$ cat config.mk
export PLATFORM = sky130hd
export DESIGN_NAME = tytra_map_node_pipe
export DESIGN_NICKNAME = d
export VERILOG_FILES = /design/src/rtl/tytra_map_pkg.sv /design/src/rtl/tytra_sync_fifo.sv /design/src/rtl/tytra_map_node_pipe.sv
export SDC_FILE = /design/constraint.sdc
export NUM_CORES = 1
export LEC_CHECK = 0
export ABC_CLOCK_PERIOD_IN_PS = 5600
export BUFFER_PORTS_ARGS = -buffer_cell sky130_fd_sc_hd__buf_2
export CELL_PAD_IN_SITES_DETAIL_PLACEMENT = 1
export CELL_PAD_IN_SITES_GLOBAL_PLACEMENT = 1
export CORE_MARGIN = 4
export CORE_UTILIZATION = 45
export CTS_BUF_LIST = sky130_fd_sc_hd__clkbuf_2 sky130_fd_sc_hd__clkbuf_4 sky130_fd_sc_hd__clkbuf_8
export DETAILED_ROUTE_END_ITERATION = 8
export PLACE_DENSITY_LB_ADDON = 0.1
export SLEW_MARGIN = 10
export SYNTH_ARGS = -nofsm -noshare
export SYNTH_HDL_FRONTEND = slang
export SYNTH_SLANG_ARGS = --single-unit
$ cat constraint.sdc
create_clock -name clk -period 5.6 [get_ports clk]
set_input_delay 0 -clock clk [delete_from_list [all_inputs] [get_ports clk]]
set_output_delay 0 -clock clk [all_outputs]
set_load 0.02 [all_outputs]
$ cat src/rtl/tytra_map_pkg.sv
// Shared definitions for TyTra map nodes: operation codes and a width helper.
package tytra_map_pkg;

    localparam int OP_PASS  = 0;
    localparam int OP_ADD   = 1;
    localparam int OP_SUB   = 2;
    localparam int OP_MUL   = 3;
    localparam int OP_CONST = 4;

    // Ceiling log2, usable in constant expressions; clog2(1) is 0.
    function automatic int clog2(input int value);
        int result;
        int rem;
        result = 0;
        rem    = value - 1;
        while (rem > 0) begin
            result = result + 1;
            rem    = rem >> 1;
        end
        return result;
    endfunction

endpackage

$ cat src/rtl/tytra_sync_fifo.sv
// Show-ahead synchronous FIFO; the head word is presented whenever it is not
// empty, and any non-power-of-2 depth is handled by explicit pointer wrap.
module tytra_sync_fifo
    import tytra_map_pkg::*;
#(
    parameter int W     = 32,
    parameter int DEPTH = 4
) (
    input  logic         clk,
    input  logic         rst,
    input  logic         wr,
    input  logic [W-1:0] wdata,
    input  logic         rd,
    output logic [W-1:0] rdata,
    output logic         empty,
    output logic         full
);

    localparam int PTRW = (DEPTH > 1) ? clog2(DEPTH) : 1;
    localparam int CNTW = clog2(DEPTH + 1);

    logic [W-1:0]    mem [DEPTH];
    logic [PTRW-1:0] wr_ptr;
    logic [PTRW-1:0] rd_ptr;
    logic [CNTW-1:0] count;
    logic            do_rd;
    logic            do_wr;

    assign empty = (count == '0);
    assign full  = (count == CNTW'(DEPTH));
    assign do_rd = rd & ~empty;
    assign do_wr = wr & (~full | do_rd);
    assign rdata = empty ? '0 : mem[rd_ptr];

    // Pointer and occupancy bookkeeping; simultaneous write and read keeps the count.
    always_ff @(posedge clk) begin
        if (rst) begin
            wr_ptr <= '0;
            rd_ptr <= '0;
            count  <= '0;
        end else begin
            if (do_wr) begin
                wr_ptr <= (wr_ptr == PTRW'(DEPTH - 1)) ? '0 : wr_ptr + 1'b1;
            end
            if (do_rd) begin
                rd_ptr <= (rd_ptr == PTRW'(DEPTH - 1)) ? '0 : rd_ptr + 1'b1;
            end
            case ({do_wr, do_rd})
                2'b10:   count <= count + 1'b1;
                2'b01:   count <= count - 1'b1;
                default: count <= count;
            endcase
        end
    end

    // Storage array; contents need no reset because empty masks the head.
    always_ff @(posedge clk) begin
        if (do_wr) begin
            mem[wr_ptr] <= wdata;
        end
    end

    a_no_overflow: assert property (@(posedge clk) disable iff (rst) !(wr && full && !rd));

endmodule

$ cat src/rtl/tytra_map_node_pipe.sv
// Leaf map node: joins NIN streams, applies one element-wise op, delays the
// result LAT cycles and buffers it in a credit-managed output FIFO.
module tytra_map_node_pipe
    import tytra_map_pkg::*;
#(
    parameter int                 STREAMW = 32,
    parameter int                 NIN     = 2,
    parameter int                 LAT     = 3,
    parameter int                 OP      = OP_ADD,
    parameter logic [STREAMW-1:0] CONSTV  = '0,
    parameter int                 DEPTH   = LAT + 2
) (
    input  logic                   clk,
    input  logic                   rst,
    input  logic [NIN*STREAMW-1:0] in_data,
    input  logic [NIN-1:0]         ivalid,
    output logic                   iready,
    output logic [STREAMW-1:0]     out_data,
    output logic                   ovalid,
    input  logic                   oready
);

    localparam int OCCW = clog2(DEPTH + 1);

    if (NIN < 1 || NIN > 4) begin : g_bad_nin
        $error("tytra_map_node_pipe: NIN must be in 1..4");
    end
    if (LAT < 1) begin : g_bad_lat
        $error("tytra_map_node_pipe: LAT must be at least 1");
    end
    if (NIN == 1 && (OP == OP_SUB || OP == OP_MUL)) begin : g_bad_op
        $error("tytra_map_node_pipe: SUB and MUL need at least two inputs");
    end

    logic [STREAMW-1:0] operand [4];
    logic [STREAMW-1:0] result;
    logic [STREAMW-1:0] pipe_data [LAT];
    logic [LAT-1:0]     vpipe;
    logic [OCCW-1:0]    occ;
    logic               accept;
    logic               pop;
    logic               fifo_empty;
    logic               fifo_full;

    // Unused operand slots read as zero so the op mux never selects past NIN.
    for (genvar g = 0; g < 4; g++) begin : g_operand
        if (g < NIN) begin : g_used
            assign operand[g] = in_data[g*STREAMW +: STREAMW];
        end else begin : g_unused
            assign operand[g] = '0;
        end
    end

    // iready looks only at registered occupancy, so oready never reaches it.
    assign iready = (occ < OCCW'(DEPTH)) & ~rst;
    assign accept = (&ivalid) & iready;
    assign ovalid = ~fifo_empty;
    assign pop    = ovalid & oready;

    // Element-wise operation; all arithmetic wraps modulo 2^STREAMW.
    always_comb begin
        result = '0;
        case (OP)
            OP_PASS: result = operand[0];
            OP_ADD: begin
                for (int i = 0; i < NIN; i++) begin
                    result = result + operand[i];
                end
            end
            OP_SUB:   result = operand[0] - operand[1];
            OP_MUL:   result = operand[0] * operand[1];
            OP_CONST: result = CONSTV;
            default:  result = '0;
        endcase
    end

    // Non-stalling latency pipeline; the last valid bit writes the FIFO.
    always_ff @(posedge clk) begin
        if (rst) begin
            vpipe <= '0;
            for (int i = 0; i < LAT; i++) begin
                pipe_data[i] <= '0;
            end
        end else begin
            vpipe[0] <= accept;
            if (accept) begin
                pipe_data[0] <= result;
            end
            for (int i = 1; i < LAT; i++) begin
                vpipe[i]     <= vpipe[i-1];
                pipe_data[i] <= pipe_data[i-1];
            end
        end
    end

    // Credit counter: beats in flight plus beats buffered never exceed DEPTH.
    always_ff @(posedge clk) begin
        if (rst) begin
            occ <= '0;
        end else begin
            case ({accept, pop})
                2'b10:   occ <= occ + 1'b1;
                2'b01:   occ <= occ - 1'b1;
                default: occ <= occ;
            endcase
        end
    end

    tytra_sync_fifo #(
        .W     (STREAMW),
        .DEPTH (DEPTH)
    ) u_fifo (
        .clk   (clk),
        .rst   (rst),
        .wr    (vpipe[LAT-1]),
        .wdata (pipe_data[LAT-1]),
        .rd    (pop),
        .rdata (out_data),
        .empty (fifo_empty),
        .full  (fifo_full)
    );

    a_occ_bound:   assert property (@(posedge clk) disable iff (rst) occ <= OCCW'(DEPTH));
    a_write_space: assert property (@(posedge clk) disable iff (rst) !(vpipe[LAT-1] && fifo_full));

endmodule

; After elaboration in Yosys (flattened, before gate mapping)
; Memories as Yosys holds them, arrays and structs flattened. A register that Yosys moved wholly into a read port is not among the register bits.
; Index checks and enable logic that the tools add are counted.
[classes]
n_lt_le_gt_ge = 1
n_mux = 18
bitwise = 12
add_sub_neg = 7
n_reduce_logical = 4
eq_ne = 7
[ops]
columns = op, count
row1 = 32-bit two-way mux, 4
row2 = 32-bit adder, 1
row3 = 3-bit by 1-bit adder with 3-bit output (second input constant), 4
row4 = 3-bit two-way mux, 4
row5 = 3-bit case mux with 2 select lines, 2
row6 = 3-bit equality test (second input constant), 3
row7 = 1-bit two-way mux, 8
row8 = 3-bit by 1-bit subtractor with 3-bit output (second input constant), 2
row9 = 1-bit AND, 5
row10 = 2-bit by 1-bit equality test with 1-bit output (second input constant), 2
row11 = 2-bit equality test (second input constant), 2
row12 = 1-bit OR, 4
row13 = 2-bit nonzero test, 2
row14 = 3-bit logical NOT, 1
row15 = 3-bit less-than comparator (second input constant), 1
row16 = 1-bit inverter, 3
row17 = 2-bit AND reduction, 1
[totals]
n_memories = 2
mem_bits_rw = 256
input_bits = 69
output_inout_bits = 34
elab_cells = 56
reg_bits = 15
[mem_list]
columns = memory, words, width, rd, rd_ports_with_merged_regs, write_ports, line
row1 = u_fifo.mem, 5, 32, 1, 1, 1, tytra_sync_fifo.sv:22  ; logic [W-1:0] mem [DEPTH];
row2 = pipe_data, 3, 32, 3, 0, 3, tytra_map_node_pipe.sv:37  ; logic [STREAMW-1:0] pipe_data [LAT];

; Depth between registers and ports, before layout
[depth]
word_depth = 8
ltp_mapped = 10
mapped_depth_nobuf = 10

; Cells and area by module
; Synthesis repeated with hierarchy kept, for this count alone.
[hier_totals]
hier_cells = 828
area_unflattened_um2 = 12221.7
[by_module_without_submodules]
columns = module, area_per_inst_um2, cells_each, seq_area_each_um2, instances
row1 = tytra_sync_fifo, 6732.7, 348, 5044.8, 1
row2 = tytra_map_node_pipe, 5489.0, 480, 3002.9, 1

; Worst setup path after synthesis
; No wires, ideal clock.
[synth_path]
kind = register to register
from = reg u_fifo.count[0]
to = mem u_fifo.mem[0][0], enable pin
setup_ps = 501
setup_slack_ps = 1464
t_required_ps = 5099
period_less_slack_ps = 4136
path_buffers = 0
path_stages_with_launch = 4
arrival_ps = 3635
cell_sequence = dfxtp_1 > nand2_1 > o31ai_1 > nor4_1
[synth_between]
elab_chain_len = 8
elab_cells_between_ends = 10
classes_between = eq/ne (1) / mux (2) / bitwise (6) / reduce/logical (1)
[synth_rtl]
columns = element, line
row1 = from (decl), tytra_sync_fifo.sv:25  ; logic [CNTW-1:0] count;
row2 = from (signal assigned), tytra_sync_fifo.sv:49  ; 2'b10: count <= count + 1'b1;
row3 = from (signal assigned), tytra_sync_fifo.sv:50  ; 2'b01: count <= count - 1'b1;
row4 = from (signal assigned), tytra_sync_fifo.sv:51  ; default: count <= count;
row5 = 3-bit logical NOT, tytra_sync_fifo.sv:29  ; assign empty = (count == '0);
row6 = 1-bit inverter, "tytra_sync_fifo.sv:31, tytra_map_node_pipe.sv:57"
row7 = 1-bit AND, tytra_map_node_pipe.sv:58  ; assign pop = ovalid & oready;
row8 = 1-bit AND, tytra_sync_fifo.sv:31  ; assign do_rd = rd & ~empty;
row9 = 1-bit OR (*), tytra_sync_fifo.sv:32  ; assign do_wr = wr & (~full | do_rd);
row10 = 1-bit AND (*), tytra_sync_fifo.sv:32
row11 = 1-bit two-way mux (*), tytra_sync_fifo.sv:58  ; if (do_wr) begin
row12 = 1-bit two-way mux (implied by the code) (*), tytra_sync_fifo.sv:59  ; mem[wr_ptr] <= wdata;
row13 = to (decl), tytra_sync_fifo.sv:22
; Mark *: on every way between the ends. The rest lies on a longest branch, timed or not.

==> reports/metrics.yaml <==
global_routing:
  grt_pass1_wl_um: 40490
  antenna_found_initial: 0
  grt_start_max_net_pins: 67
  grtUsageTotal_pct: 16.60
  globalRouteOverflowTotal: 0
  grt_pass1_vias: 7677
route:
  firstDrtPassIters: 4
  routed_via_density: 5.117
  num_vias: 7144
  drt_iter0_markers: 329
  routed_wl_um: 24720
  ant_nets: 0
  drc: 0
  routedWlPerCell_um: 17.71
final_layout:
  layout.cells.non_filler: 1396
  layout.nets: 1134
  syn2layout_area_growth_pct: 17.04
  drive_gt1_share_pct: 23.32
  multiInputGateArea_mm2: 0.004233
  regArea_mm2: 0.008051
  antenna_cells: 0
  fillCellCount: 2704
logic_synthesis:
  synth_area_leader_cell: "edfxtp_1"
  synth_top_cell_area_share_pct: 62.94
  synth_area_leaders: "edfxtp_1 63%, mux4_2 5.9%, nor2b_1 3.9%"
  ys_top_cells_by_count: "256 x edfxtp_1, 83 x nor2_1, 76 x nor2b_1, 39 x a21oi_1, 36 x ha_1"
  ys_seq_area_share_pct: 65.89
  synth.avg_cell_area_um2: 14.79
  yosysUniqueCellTypes: 60
  synth_warnings: 0
  synthArstFlopShare_pct: 0
  yosysMostFrequentCell: "edfxtp_1"
  syn_inst: 826
  synth_ff_type: "edfxtp_1"
  synth_seq_cells: 274
  netlist_area_mm2: 0.01221
  synth_edf_count: 256
die:
  io-pin-count: 103
  dieArea_mm2: 0.02984
  placementRows: 60
  core_mm2: 0.02680
  die_x_um: 172.7
  start_util_pct: 45.57
  die_y_um: 172.7
cts:
  cts_root_buf: "clkbuf_8"
  cts.sinks: 274
  cts_buffers: 44
  path_clk_slew_ns: 0.06
  ctsLongestPathBuffers: 3
  insertion_delay_ns: 0.54
  cts_tree: "built"
  cts_setup_buffers: 0
  cts_max_level: 2
  cts_resized: 0
placement:
  dpl.cell_count: 1311
  dp_slack_ns: 3.017
  io_buffers: 102
  hpwlAfterDp_um: 16430
  place.gp.congestion: 0.7496
timing:
  slew_viol_final: 0
  finClkSkew_ns: 0.02206
  setup_viol: 0
  finalSetupTns_ns: 0
  final-hold-violation-count: 0
  rsz0062_at_grt: "no"
  fin_crit_ns: 2.577
  fmax_mhz: 388.0
  layout_setup_ws_ns: 3.023
  max_slew_margin_pct: 28.77
  fin_crit_sh_pct: 46.02
  worst_slew_pin_slew_ns: 1.059
setup_path:
  crit_slowest_cell: "dlygate4sd3_1"
  worstPathCellList: "dlygate4sd3_1, buf_2, ha_1, fa_1, a21oi_1, o221ai_2, a31oi_1, a21oi_2, a221oi_2, mux2_1"
  start_kind: "primary input"
  cp_top_family: "compound AO/OA/AOI/OAI gates"
  worstSetupPathType: "primary input to flip-flop"
  arrival_ns: 2.85
  crit_buf_inv: 2
  critPathMaxStageDelay_ns: 0.54
  crit_required_ns: 5.88
  path_max_fanout: 4
  end_kind: "flip-flop"
power:
  p_leak_uw: 0.005201
  power_density_mw_per_mm2: 355.5
  peakVddDrop_v: 0.0001470
run_status:
  status: "finished, final reports clean"
flow_run:
  drv_cap: 0
worst_hold_path:
  holdCritPathClass: "primary input to flip-flop"
-- tightest hold or removal path, stage by stage --
cell and delay, ns:
buf_2 0.09, xnor2_1 0.18, nand3b_1 0.09, nand4_1 0.09
-- power by group --
group / internal (µW) / leakage (µW) / switching [µW]
clock: 866 / 0.000428 / 710
sequential: 2350 / 0.00259 / 71.1
combinational: 446 / 0.00219 / 641
-- placed cells by master (no fill, tap or decap), types with 11 or more instances in the layout --
master and n:
ha_1 36, mux2i_1 32, clkbuf_4 19, mux4_2 32, nand2_1 31, xnor2_1 19, edfxtp_1 256, a21oi_1 39
nor2b_1 76, nand4_1 11, conb_1 64, inv_1 18, nor2_1 83, o21ai_0 27, dfxtp_1 15, buf_2 101
clkbuf_8 45, buf_4 13
-- metal layers --
metal | track usage, % | vias to the layer above | wire length, µm
li1 | - | 3462 | -
met1 | 22.13 | 3525 | 11210
met2 | 28.82 | 136 | 12340
met3 | 2.755 | 21 | 902
met4 | 3.924 | 0 | 273
met5 | 0 | - | 0
-- logic make-up (layout without fill, tap and decap cells) --
family                     after synthesis  in the layout  share of synthesized area [%]
AOI/OAI and AO/OA                      122            122                          7.018
other                                    1             64                        0.03071
and+or+nand+nor                        244            244                          10.22
muxes                                   72             72                          9.354
xor gates and xnor gates                23             23                          1.649
buffers and inverters                   51            217                          1.649
DFF                                    274            274                          65.89
adders and majority gates               39             39                          4.180
-- final cells by class --
type / instances / share of cell area (%)
clock inverter: 11 / 0.3501
sequential: 274 / 56.33
multi-input combinational: 564 / 29.61
timing repair buffer: 124 / 4.919
clock buffer: 64 / 5.331
inverter: 18 / 0.4727
tap: 341 / 2.985
-- sequential cells by signal, indices dropped and copies added, names as in the netlist, named ones only --
signal,count
u_fifo.count,3
u_fifo.wr_ptr,3
vpipe,3
pipe_data,96
u_fifo.rd_ptr,3
occ,3
u_fifo.mem,160
-- path summary, 6_finish.rpt --
path	startpoint	end	slack [ns]	cells after the start
setup / recovery	in_data[32]	pipe_data[0][26]	3.02	10
hold / removal	in_data[63]	pipe_data[0][31]	0.03	4
setup reg to reg	u_fifo.count[1]	occ[2]	3.24	10
hold reg to reg	vpipe[1]	vpipe[2]	0.44	1
-- per-stage QoR --
stage | power (µW) | cell area, µm² | utilization [%] | hold slack [ns]
2_1_floorplan | 3220 | 12450 | - | 0.08455
3_3_place_gp | 3529 | 13380 | 49.93 | 0.2893
3_5_place_dp | 3566 | 13380 | 49.93 | 0.2932
4_1_cts | 5167 | 14290 | 53.33 | 0.02205
5_1_grt | 5382 | 14290 | 53.33 | 0.07391
6_report | 5081 | 14290 | 53.33 | 0.03127
-- what timing repair did --
action,4_1_cts,5_1_grt
hold endpoints to repair,9,0
hold buffers,10,0
setup endpoints to repair,0,0
(Power assumes the default switching activity.)
